===== src/rtl/wb_stage_pkg.sv =====
// Shared types and constants for the writeback stage: load-type encoding,
// load-queue entry layout and default sizes.
package wb_stage_pkg;
  localparam int XLEN           = 32;
  localparam int REG_ADDR_WIDTH = 5;
  localparam int LQ_DEPTH       = 2;

  typedef enum logic [2:0] {
    LB  = 3'b000,
    LH  = 3'b001,
    LW  = 3'b010,
    LBU = 3'b100,
    LHU = 3'b101
  } ld_funct3_e;

  typedef struct packed {
    logic                      live;
    logic [REG_ADDR_WIDTH-1:0] rd;
    logic [XLEN-1:0]           data;
  } wb_entry_t;
endpackage


===== src/rtl/wb_stage_if.sv =====
// Bus bundle for wb_stage: ALU result path, load return handshake,
// register-file write port, hazard mask and performance counters.
interface wb_stage_if;
  import wb_stage_pkg::*;

  logic                         alu_valid;
  logic [REG_ADDR_WIDTH-1:0]    alu_rd;
  logic [XLEN-1:0]              alu_data;
  logic                         ld_valid;
  logic                         ld_ready;
  logic [REG_ADDR_WIDTH-1:0]    ld_rd;
  logic [2:0]                   ld_funct3;
  logic [1:0]                   ld_addr_lo;
  logic [XLEN-1:0]              ld_rdata;
  logic                         rf_web;
  logic [REG_ADDR_WIDTH-1:0]    rf_addr;
  logic [XLEN-1:0]              rf_data;
  logic [2**REG_ADDR_WIDTH-1:0] pend_mask;
  logic [31:0]                  perf_wr_cnt;
  logic [31:0]                  perf_kill_cnt;

  modport master (
    output alu_valid, alu_rd, alu_data,
    output ld_valid, ld_rd, ld_funct3, ld_addr_lo, ld_rdata,
    input  ld_ready, rf_web, rf_addr, rf_data, pend_mask,
    input  perf_wr_cnt, perf_kill_cnt
  );

  modport slave (
    input  alu_valid, alu_rd, alu_data,
    input  ld_valid, ld_rd, ld_funct3, ld_addr_lo, ld_rdata,
    output ld_ready, rf_web, rf_addr, rf_data, pend_mask,
    output perf_wr_cnt, perf_kill_cnt
  );
endinterface


===== src/rtl/wb_stage_load_align.sv =====
// Combinational load data alignment: selects byte/half/word from the raw
// memory word by funct3 and address offset, then sign- or zero-extends.
module load_align
  import wb_stage_pkg::*;
(
  input  logic [2:0]      funct3,
  input  logic [1:0]      addr_lo,
  input  logic [XLEN-1:0] rdata,
  output logic [XLEN-1:0] aligned
);

  function automatic logic [XLEN-1:0] ext8(input logic [7:0] b, input logic sgn);
    return {{(XLEN-8){sgn & b[7]}}, b};
  endfunction

  function automatic logic [XLEN-1:0] ext16(input logic [15:0] h, input logic sgn);
    return {{(XLEN-16){sgn & h[15]}}, h};
  endfunction

  logic [7:0]  w_byte;
  logic [15:0] w_half;

  always_comb begin
    w_byte  = rdata[{addr_lo, 3'b000} +: 8];
    w_half  = rdata[{addr_lo[1], 4'b0000} +: 16];
    aligned = rdata;
    case (funct3)
      LB:      aligned = ext8(w_byte, 1'b1);
      LBU:     aligned = ext8(w_byte, 1'b0);
      LH:      aligned = ext16(w_half, 1'b1);
      LHU:     aligned = ext16(w_half, 1'b0);
      default: aligned = rdata;
    endcase
  end

endmodule


===== src/rtl/wb_stage.sv =====
// Writeback stage: ALU results win the register-file port; load returns wait
// in a small FIFO and are killed by younger ALU writes. Optional WB_PERF_CNT_EN.
module wb_stage
  import wb_stage_pkg::*;
#(
  parameter int LQ_DEPTH = wb_stage_pkg::LQ_DEPTH
) (
  input logic        clk,
  input logic        rst,
  wb_stage_if.slave  bus
);

  localparam int PTR_W = (LQ_DEPTH > 1) ? $clog2(LQ_DEPTH) : 1;
  localparam int CNT_W = $clog2(LQ_DEPTH + 1);

  function automatic logic [PTR_W-1:0] ptr_inc(input logic [PTR_W-1:0] p);
    return (p == PTR_W'(LQ_DEPTH - 1)) ? '0 : p + 1'b1;
  endfunction

  wb_entry_t                    r_lq [LQ_DEPTH];
  logic [PTR_W-1:0]             r_rptr;
  logic [PTR_W-1:0]             r_wptr;
  logic [CNT_W-1:0]             r_count;
  logic                         r_rf_web;
  logic [REG_ADDR_WIDTH-1:0]    r_rf_addr;
  logic [XLEN-1:0]              r_rf_data;

  logic                         w_alu_wr;
  logic                         w_enq;
  logic                         w_enq_kill;
  logic                         w_deq;
  logic [XLEN-1:0]              w_aligned;
  wb_entry_t                    w_head;
  logic [2**REG_ADDR_WIDTH-1:0] w_pend;

  load_align u_align (
    .funct3  (bus.ld_funct3),
    .addr_lo (bus.ld_addr_lo),
    .rdata   (bus.ld_rdata),
    .aligned (w_aligned)
  );

  assign bus.ld_ready = rst && (r_count < CNT_W'(LQ_DEPTH));
  assign w_alu_wr     = bus.alu_valid && (bus.alu_rd != '0);
  // x0 loads complete the handshake but never occupy a slot
  assign w_enq        = bus.ld_valid && bus.ld_ready && (bus.ld_rd != '0);
  assign w_enq_kill   = w_alu_wr && (bus.ld_rd == bus.alu_rd);
  assign w_deq        = !w_alu_wr && (r_count != '0);
  assign w_head       = r_lq[r_rptr];

  // Free slots always have live=0, so the mask only sees occupied entries
  always_comb begin
    w_pend = '0;
    for (int i = 0; i < LQ_DEPTH; i++)
      if (r_lq[i].live) w_pend[r_lq[i].rd] = 1'b1;
  end
  assign bus.pend_mask = w_pend;

  // Queue: kill, dequeue and enqueue; enqueue last so its live bit wins
  always_ff @(posedge clk) begin
    if (!rst) begin
      for (int i = 0; i < LQ_DEPTH; i++) r_lq[i].live <= 1'b0;
      r_rptr  <= '0;
      r_wptr  <= '0;
      r_count <= '0;
    end else begin
      for (int i = 0; i < LQ_DEPTH; i++)
        if (w_alu_wr && (r_lq[i].rd == bus.alu_rd)) r_lq[i].live <= 1'b0;
      if (w_deq) begin
        r_lq[r_rptr].live <= 1'b0;
        r_rptr            <= ptr_inc(r_rptr);
      end
      if (w_enq) begin
        r_lq[r_wptr] <= '{live: !w_enq_kill, rd: bus.ld_rd, data: w_aligned};
        r_wptr       <= ptr_inc(r_wptr);
      end
      r_count <= r_count + CNT_W'(w_enq) - CNT_W'(w_deq);
    end
  end

  // Output register stage
  always_ff @(posedge clk) begin
    if (!rst) begin
      r_rf_web  <= 1'b0;
      r_rf_addr <= '0;
      r_rf_data <= '0;
    end else if (w_alu_wr) begin
      r_rf_web  <= 1'b1;
      r_rf_addr <= bus.alu_rd;
      r_rf_data <= bus.alu_data;
    end else if (w_deq && w_head.live) begin
      r_rf_web  <= 1'b1;
      r_rf_addr <= w_head.rd;
      r_rf_data <= w_head.data;
    end else begin
      r_rf_web  <= 1'b0;
    end
  end

  assign bus.rf_web  = r_rf_web;
  assign bus.rf_addr = r_rf_addr;
  assign bus.rf_data = r_rf_data;

`ifdef WB_PERF_CNT_EN
  logic [31:0] r_wr_cnt;
  logic [31:0] r_kill_cnt;
  logic [31:0] w_kill_n;

  always_comb begin
    w_kill_n = 32'(w_enq && w_enq_kill);
    for (int i = 0; i < LQ_DEPTH; i++)
      w_kill_n = w_kill_n + 32'(w_alu_wr && r_lq[i].live && (r_lq[i].rd == bus.alu_rd));
  end

  always_ff @(posedge clk) begin
    if (!rst) begin
      r_wr_cnt   <= '0;
      r_kill_cnt <= '0;
    end else begin
      r_wr_cnt   <= r_wr_cnt + 32'(r_rf_web);
      r_kill_cnt <= r_kill_cnt + w_kill_n;
    end
  end

  assign bus.perf_wr_cnt   = r_wr_cnt;
  assign bus.perf_kill_cnt = r_kill_cnt;
`else
  assign bus.perf_wr_cnt   = '0;
  assign bus.perf_kill_cnt = '0;
`endif

endmodule


===== src/flat_wrapper.sv =====
// flat-port wrapper written by rule: the top's interface ports become plain ports
module wb_stage_flat import wb_stage_pkg::*;
#(
  parameter int LQ_DEPTH = wb_stage_pkg::LQ_DEPTH
)
  (clk, rst, bus_alu_valid, bus_alu_rd, bus_alu_data, bus_ld_valid, bus_ld_rd, bus_ld_funct3, bus_ld_addr_lo, bus_ld_rdata, bus_ld_ready, bus_rf_web, bus_rf_addr, bus_rf_data, bus_pend_mask, bus_perf_wr_cnt, bus_perf_kill_cnt);
  wb_stage_if bus_i ();
  input logic clk;
  input logic rst;
  input wire logic [$bits(bus_i.alu_valid)-1:0] bus_alu_valid;
  input wire logic [$bits(bus_i.alu_rd)-1:0] bus_alu_rd;
  input wire logic [$bits(bus_i.alu_data)-1:0] bus_alu_data;
  input wire logic [$bits(bus_i.ld_valid)-1:0] bus_ld_valid;
  input wire logic [$bits(bus_i.ld_rd)-1:0] bus_ld_rd;
  input wire logic [$bits(bus_i.ld_funct3)-1:0] bus_ld_funct3;
  input wire logic [$bits(bus_i.ld_addr_lo)-1:0] bus_ld_addr_lo;
  input wire logic [$bits(bus_i.ld_rdata)-1:0] bus_ld_rdata;
  output wire logic [$bits(bus_i.ld_ready)-1:0] bus_ld_ready;
  output wire logic [$bits(bus_i.rf_web)-1:0] bus_rf_web;
  output wire logic [$bits(bus_i.rf_addr)-1:0] bus_rf_addr;
  output wire logic [$bits(bus_i.rf_data)-1:0] bus_rf_data;
  output wire logic [$bits(bus_i.pend_mask)-1:0] bus_pend_mask;
  output wire logic [$bits(bus_i.perf_wr_cnt)-1:0] bus_perf_wr_cnt;
  output wire logic [$bits(bus_i.perf_kill_cnt)-1:0] bus_perf_kill_cnt;
  assign bus_i.alu_valid = bus_alu_valid;
  assign bus_i.alu_rd = bus_alu_rd;
  assign bus_i.alu_data = bus_alu_data;
  assign bus_i.ld_valid = bus_ld_valid;
  assign bus_i.ld_rd = bus_ld_rd;
  assign bus_i.ld_funct3 = bus_ld_funct3;
  assign bus_i.ld_addr_lo = bus_ld_addr_lo;
  assign bus_i.ld_rdata = bus_ld_rdata;
  assign bus_ld_ready = bus_i.ld_ready;
  assign bus_rf_web = bus_i.rf_web;
  assign bus_rf_addr = bus_i.rf_addr;
  assign bus_rf_data = bus_i.rf_data;
  assign bus_pend_mask = bus_i.pend_mask;
  assign bus_perf_wr_cnt = bus_i.perf_wr_cnt;
  assign bus_perf_kill_cnt = bus_i.perf_kill_cnt;
  wb_stage #(.LQ_DEPTH(LQ_DEPTH)) u_core (.clk(clk), .rst(rst), .bus(bus_i));
endmodule

===== config.mk =====
export PLATFORM = sky130hd
export DESIGN_NAME = wb_stage_flat
export DESIGN_NICKNAME = d
export VERILOG_FILES = /design/src/rtl/wb_stage_pkg.sv /design/src/rtl/wb_stage_if.sv /design/src/rtl/wb_stage_load_align.sv /design/src/rtl/wb_stage.sv /design/src/flat_wrapper.sv
export SDC_FILE = /design/constraint.sdc
export NUM_CORES = 1
export LEC_CHECK = 0
export BUFFER_PORTS_ARGS = -buffer_cell sky130_fd_sc_hd__buf_2
export CAP_MARGIN = 20
export CORE_ASPECT_RATIO = 1.4
export CORE_MARGIN = 3
export CORE_UTILIZATION = 55
export DETAILED_ROUTE_END_ITERATION = 16
export GPL_ROUTABILITY_DRIVEN = 0
export PLACE_DENSITY = 0.87
export REMOVE_ABC_BUFFERS = 1
export SLEW_MARGIN = 10
export SYNTH_ARGS = -nofsm -noshare
export SYNTH_HDL_FRONTEND = slang
export SYNTH_SLANG_ARGS = --single-unit

===== constraint.sdc =====
create_clock -name clk -period 3.4 [get_ports clk]
set_input_delay 0.51 -clock clk [delete_from_list [all_inputs] [get_ports clk]]
set_output_delay 0.51 -clock clk [all_outputs]
set_load 0.02 [all_outputs]

== Yosys cells after proc, flatten, opt, wreduce, memory -nomap -nowiden ==
Memories as Yosys holds them, arrays and structs flattened. A register that Yosys moved wholly into a read port is not among the register bits.
Index checks and enable logic that the tools add are counted.

* Flip-flop bits (word level): 42
* Latch bits: 0
* Memory bits (writable): 76
* Memory bits (read-only): 0
* Input port bits: 83
* Output and inout bits: 135
* Memories: 1

{| class="wikitable"
|+ Memories
! memory !! depth !! width !! read ports !! clocked after Yosys merged registers in !! write ports !! RTL line !! source
|-
| u_core.r_lq || 2 || 38 || 3 || 1 || 3 || wb_stage.sv:20 || <nowiki>wb_entry_t r_lq [LQ_DEPTH];</nowiki>
|}

* Add/subtract/negate cells: 4
* Multipliers: 0
* Div/mod/pow operators: 0
* $lt $le $gt $ge: 5
* Equality and inequality tests: 6
* Shift-type cells: 2
* Multiplexer cells: 35
* Bitwise gates (word level): 3
* Reduce and logical (&&, ||, !) cells: 19

{| class="wikitable"
|+ Operator list
! cell !! count
|-
| 32-bit 2-to-1 mux || 4
|-
| 32-bit one-hot mux with 4 select lines || 1
|-
| 38-bit 2-to-1 mux || 1
|-
| 38-bit OR reduction || 1
|-
| 32-bit OR || 1
|-
| 32-bit by 6-bit variable part select with 16-bit output || 1
|-
| 32-bit by 6-bit variable part select with 8-bit output || 1
|-
| 1-bit 2-to-1 mux || 24
|-
| 5-bit equality test || 3
|-
| 5-bit by 6-bit < comparator with 1-bit output (second input constant) || 2
|-
| 1-bit logical AND || 11
|-
| 1-bit demux with 5-bit select || 2
|-
| 5-bit by 1-bit >= comparator with 1-bit output (second input constant) || 2
|-
| 5-bit 2-to-1 mux || 2
|-
| 5-bit nonzero test || 2
|-
| 3-bit equality test (second input constant) || 2
|-
| 2-bit nonzero test || 2
|-
| 3-bit by 1-bit equality test with 1-bit output (second input constant) || 1
|-
| 3-bit zero test || 1
|-
| 1-bit adder (second input constant) || 2
|-
| 2-bit by 1-bit adder with 2-bit output || 1
|-
| 1-bit zero test || 2
|-
| 2-bit < comparator (second input constant) || 1
|-
| 2-bit 2-to-1 mux || 1
|-
| 2 further kinds || 3
|}

== Longest topological paths before layout ==
* Word-level depth: 9
* Mapped depth: 8
* Depth with buffers taken out: 7

== By module ==
A second synthesis with hierarchy kept.

* Cell total of the unflattened synthesis: 606
* Area total of the unflattened synthesis: 6550.0 sq um

{| class="wikitable"
|+ By module, submodules not included
! module !! instances !! cells an instance !! area each (sq um) !! seq. area each (sq um)
|-
| wb_stage || 1 || 476 || 5704.2 || 3143.0
|-
| load_align || 1 || 130 || 845.8 || 0.0
|}

== Worst setup path after synthesis ==
OpenSTA, ideal clock, no wires.

* Path kind: in2reg
* Start point: input port rst
* End point: memory u_core.r_lq[0][0] in the netlist's numbering, enable pin
* Library setup time: 0.392 ns
* Data arrival time: 2.167 ns
* Data required time: 3.008 ns
* Setup slack: 0.842 ns
* Stages: 6
* Buffers on the path: 1
* Cell sequence: buf_2 > nor2b_1 > o211ai_1 > inv_1 > nand2b_1 > inv_1

{| class="wikitable"
|+ RTL lines
! what !! RTL line !! source
|-
| from (decl) || flat_wrapper.sv:9 || <nowiki>input logic rst;</nowiki>
|-
| to (decl) || wb_stage.sv:20 ||
|}

==> results.cfg <==
[run_status]
outcome = finished, final reports clean

[sta]
finalCritPeriodShare = 0.7244
rsz0062_at_grt = false
hold_viol = 0
min_period_ns = 2.463
hold_ws_ns = 0.3330
drv_slew = 0
fin_tns_setup_ns = 0
fmax_mhz = 406.0
tightestPinTransition_ns = 0.8532
finalSetupViolCount = 0
relSlewSlack = 0.4306
fin_ws_ns = 0.9370
fin_worst_skew_ns = 0.007656

[critical_path]
required_ns = 2.89
worstPathMaxFanout = 10
arrival_ns = 1.95
end_kind = output pin
path_cells = or3b_2, o22ai_1, buf_2
startpoint_type = flip-flop
path_buf_inv = 1
max_stage_delay_ns = 0.57
cp_slowest_cell = or3b_2
crit_family = simple AND/OR/NAND/NOR gates
path_class = flip-flop to output pin

[clocking]
cts_buffers = 17
htree_levels = 4
cts_buffer_depth = 2
numClockSinks = 119
postCtsSetupRepairBufs = 0
clockRootBuffer = clkbuf_16
cts_tree = yes
insertion_delay_ns = 0.41
cts_resized = 0
ctsHoldBuffers = 0
clkTransAtPathRegs_ns = 0.05

[finish]
fin_nets = 816
antenna_cells = 0
layout_common_cells = buf_2, edfxtp_1, conb_1
areaGrowthSynthToFinish_pct = 18.10
final_common_cell = buf_2
drive_above_1_share = 0.3208
fillers = 858

[place]
place_ws_ns = 0.7106
portBuffers = 153
dp_hpwl_um = 11620

[yosys]
synthFlopType = edfxtp_1
async_flop_share = 0
ys_ff_latch = 119
ys_seq_area_frac = 0.4947
netlist_instances = 597
synth-xor-area-share = 0.02206
synth_cell_types = 49
synth-simple-area-share = 0.1193
syn_avg_cell_area_um2 = 10.64
synth_mux_area_frac = 0.1371
synth_fa_ha_area_frac = 0.001969
synth_top_family_by_area = multiplexers
synth-compound-area-share = 0.1142
yosys_warnings = 0
synthesis.area_mm2 = 0.006354
synth_edf_count = 76

[worst_hold_path]
hold_path.class = primary input to flip-flop

[routing]
drc_errors = 0
wl_per_cell_um = 18.55
ant_nets = 0
via_per_inst = 5.797
finalWirelength_um = 16430
vias = 5136
dr.pass1.iters = 5
drt_iter0_markers = 380

[job]
drv_cap = 0

[grt]
grtUsageTotal = 0.2521
grt_pass1_vias = 5203
grt-ovfl-total = 0
grt_pass1_wl_um = 26070
grt_max_degree = 47
antenna_found_initial = 0

[power_and_ir_drop]
ir_worst_vdd_v = 0.0004047
leakagePower_uw = 0.003112
power_density_mw_per_mm2 = 526.4

[floorplan]
num_io_pins = 218
die_y_um = 133.2
coreArea_mm2 = 0.01104
die_area_mm2 = 0.01290
rows = 45
start_util = 0.5757
die_w_um = 96.84
[logic make-up after synthesis]
kind of cell,after synthesis
simple gates,151
flops,119
compound gates,116
buf+inv,112
mux,81
xor+xnor,16
fa+ha+maj,1
other cells,1
[area by class of cell]
class | instances | area (um^2) | share of cell area
flip-flops and latches | 119 | 3144 | 0.4190
inverters | 5 | 18.77 | 0.002501
clock inverters | 10 | 128.9 | 0.01718
well taps | 141 | 176.4 | 0.02351
clock buffers | 22 | 454.2 | 0.06053
repair buffers | 160 | 818.3 | 0.1091
multi-input cells | 429 | 2763 | 0.3682
[path summary, 6_finish.rpt]
| kind | end | slack (ns) | start | cells past startpoint |
|---|---|---|---|---|
| worst max-delay path | bus_pend_mask[6] | 0.94 | u_core.r_lq[1][36]$_DFFE_PP_ | 3 |
| worst min-delay path | u_core.bus.rf_data[31]$_SDFFE_PN0P_ | 0.33 | bus_alu_data[31] | 3 |
| worst max register to register | u_core.r_lq[1][5]$_DFFE_PP_ | 1.17 | u_core.r_count[1]$_SDFF_PN0_ | 6 |
| worst min register to register | u_core.r_wptr$_SDFFE_PN0N_ | 0.50 | u_core.r_wptr$_SDFFE_PN0N_ | 2 |
[registers in the layout (all words and copies together) (netlist names), named ones only]
signal	count
u_core.bus.rf_web	1
u_core.r_rptr	1
u_core.bus.rf_data	32
u_core.bus.rf_addr	5
u_core.r_lq	76
u_core.r_count	2
u_core.r_wptr	1
[metal layers]
layer	up-vias	routed length [um]	GRT usage
met5	-	0	0
met2	318	8733	0.4631
li1	2343	-	-
met4	0	550	0.1124
met3	47	1200	0.05448
met1	2428	5951	0.2770
[synth_stat cells (2+ instances only)]
cell type | n | share of area
or3_1 | 3 | 0.0030
and2_1 | 2 | 0.0020
o211ai_1 | 2 | 0.0024
a31oi_1 | 11 | 0.011
nand2b_1 | 2 | 0.0020
or3b_2 | 6 | 0.0083
inv_1 | 5 | 0.0030
a221o_1 | 4 | 0.0063
clkbuf_2 | 3 | 0.0024
clkbuf_4 | 2 | 0.0024
nand4_1 | 4 | 0.0039
nor2b_1 | 2 | 0.0020
nor2_1 | 14 | 0.0083
o21ai_1 | 3 | 0.0024
xor2_1 | 9 | 0.012
clkbuf_1 | 22 | 0.013
a22o_1 | 4 | 0.0055
nand3_1 | 43 | 0.034
dfxtp_1 | 43 | 0.14
edfxtp_1 | 76 | 0.36
buf_2 | 13 | 0.010
o22ai_1 | 32 | 0.032
nor3_1 | 6 | 0.0047
nand3b_1 | 11 | 0.013
a21boi_0 | 3 | 0.0035
mux2i_1 | 42 | 0.066
a21o_1 | 2 | 0.0024
o21ai_0 | 44 | 0.035
o22a_1 | 4 | 0.0055
mux2_2 | 38 | 0.067
nand2_1 | 53 | 0.031
buf_4 | 65 | 0.077
xnor2_1 | 7 | 0.0096
o21a_1 | 2 | 0.0024
[report_power, final]
part | leakage, uW | internal [uW] | total (uW) | switching, uW
Sequential | 0.00106 | 1620 | 1660 | 36.4
Combinational | 0.00176 | 184 | 531 | 347
Clock | 0.000291 | 1160 | 1760 | 596
Total | 0.00311 | 2970 | 3950 | 979
[through the flow]
stage,utilization,instances,cell area (um^2),total power (uW)
floorplan,-,553,5909,2007
global placement,0.6271,854,6920,2188
detailed placement,0.6271,854,6920,2210
CTS,0.6799,886,7503,3961
global route,0.6799,886,7503,4084
finish,0.6799,886,7503,3950
[tightest hold or removal path, delay by kind of cell]
kind            cells  cell delay [ns]
buf+inv             1             0.07
simple gates        1             0.06
compound gates      1             0.06
No activity file was read; power rests on OpenSTA's default activity.
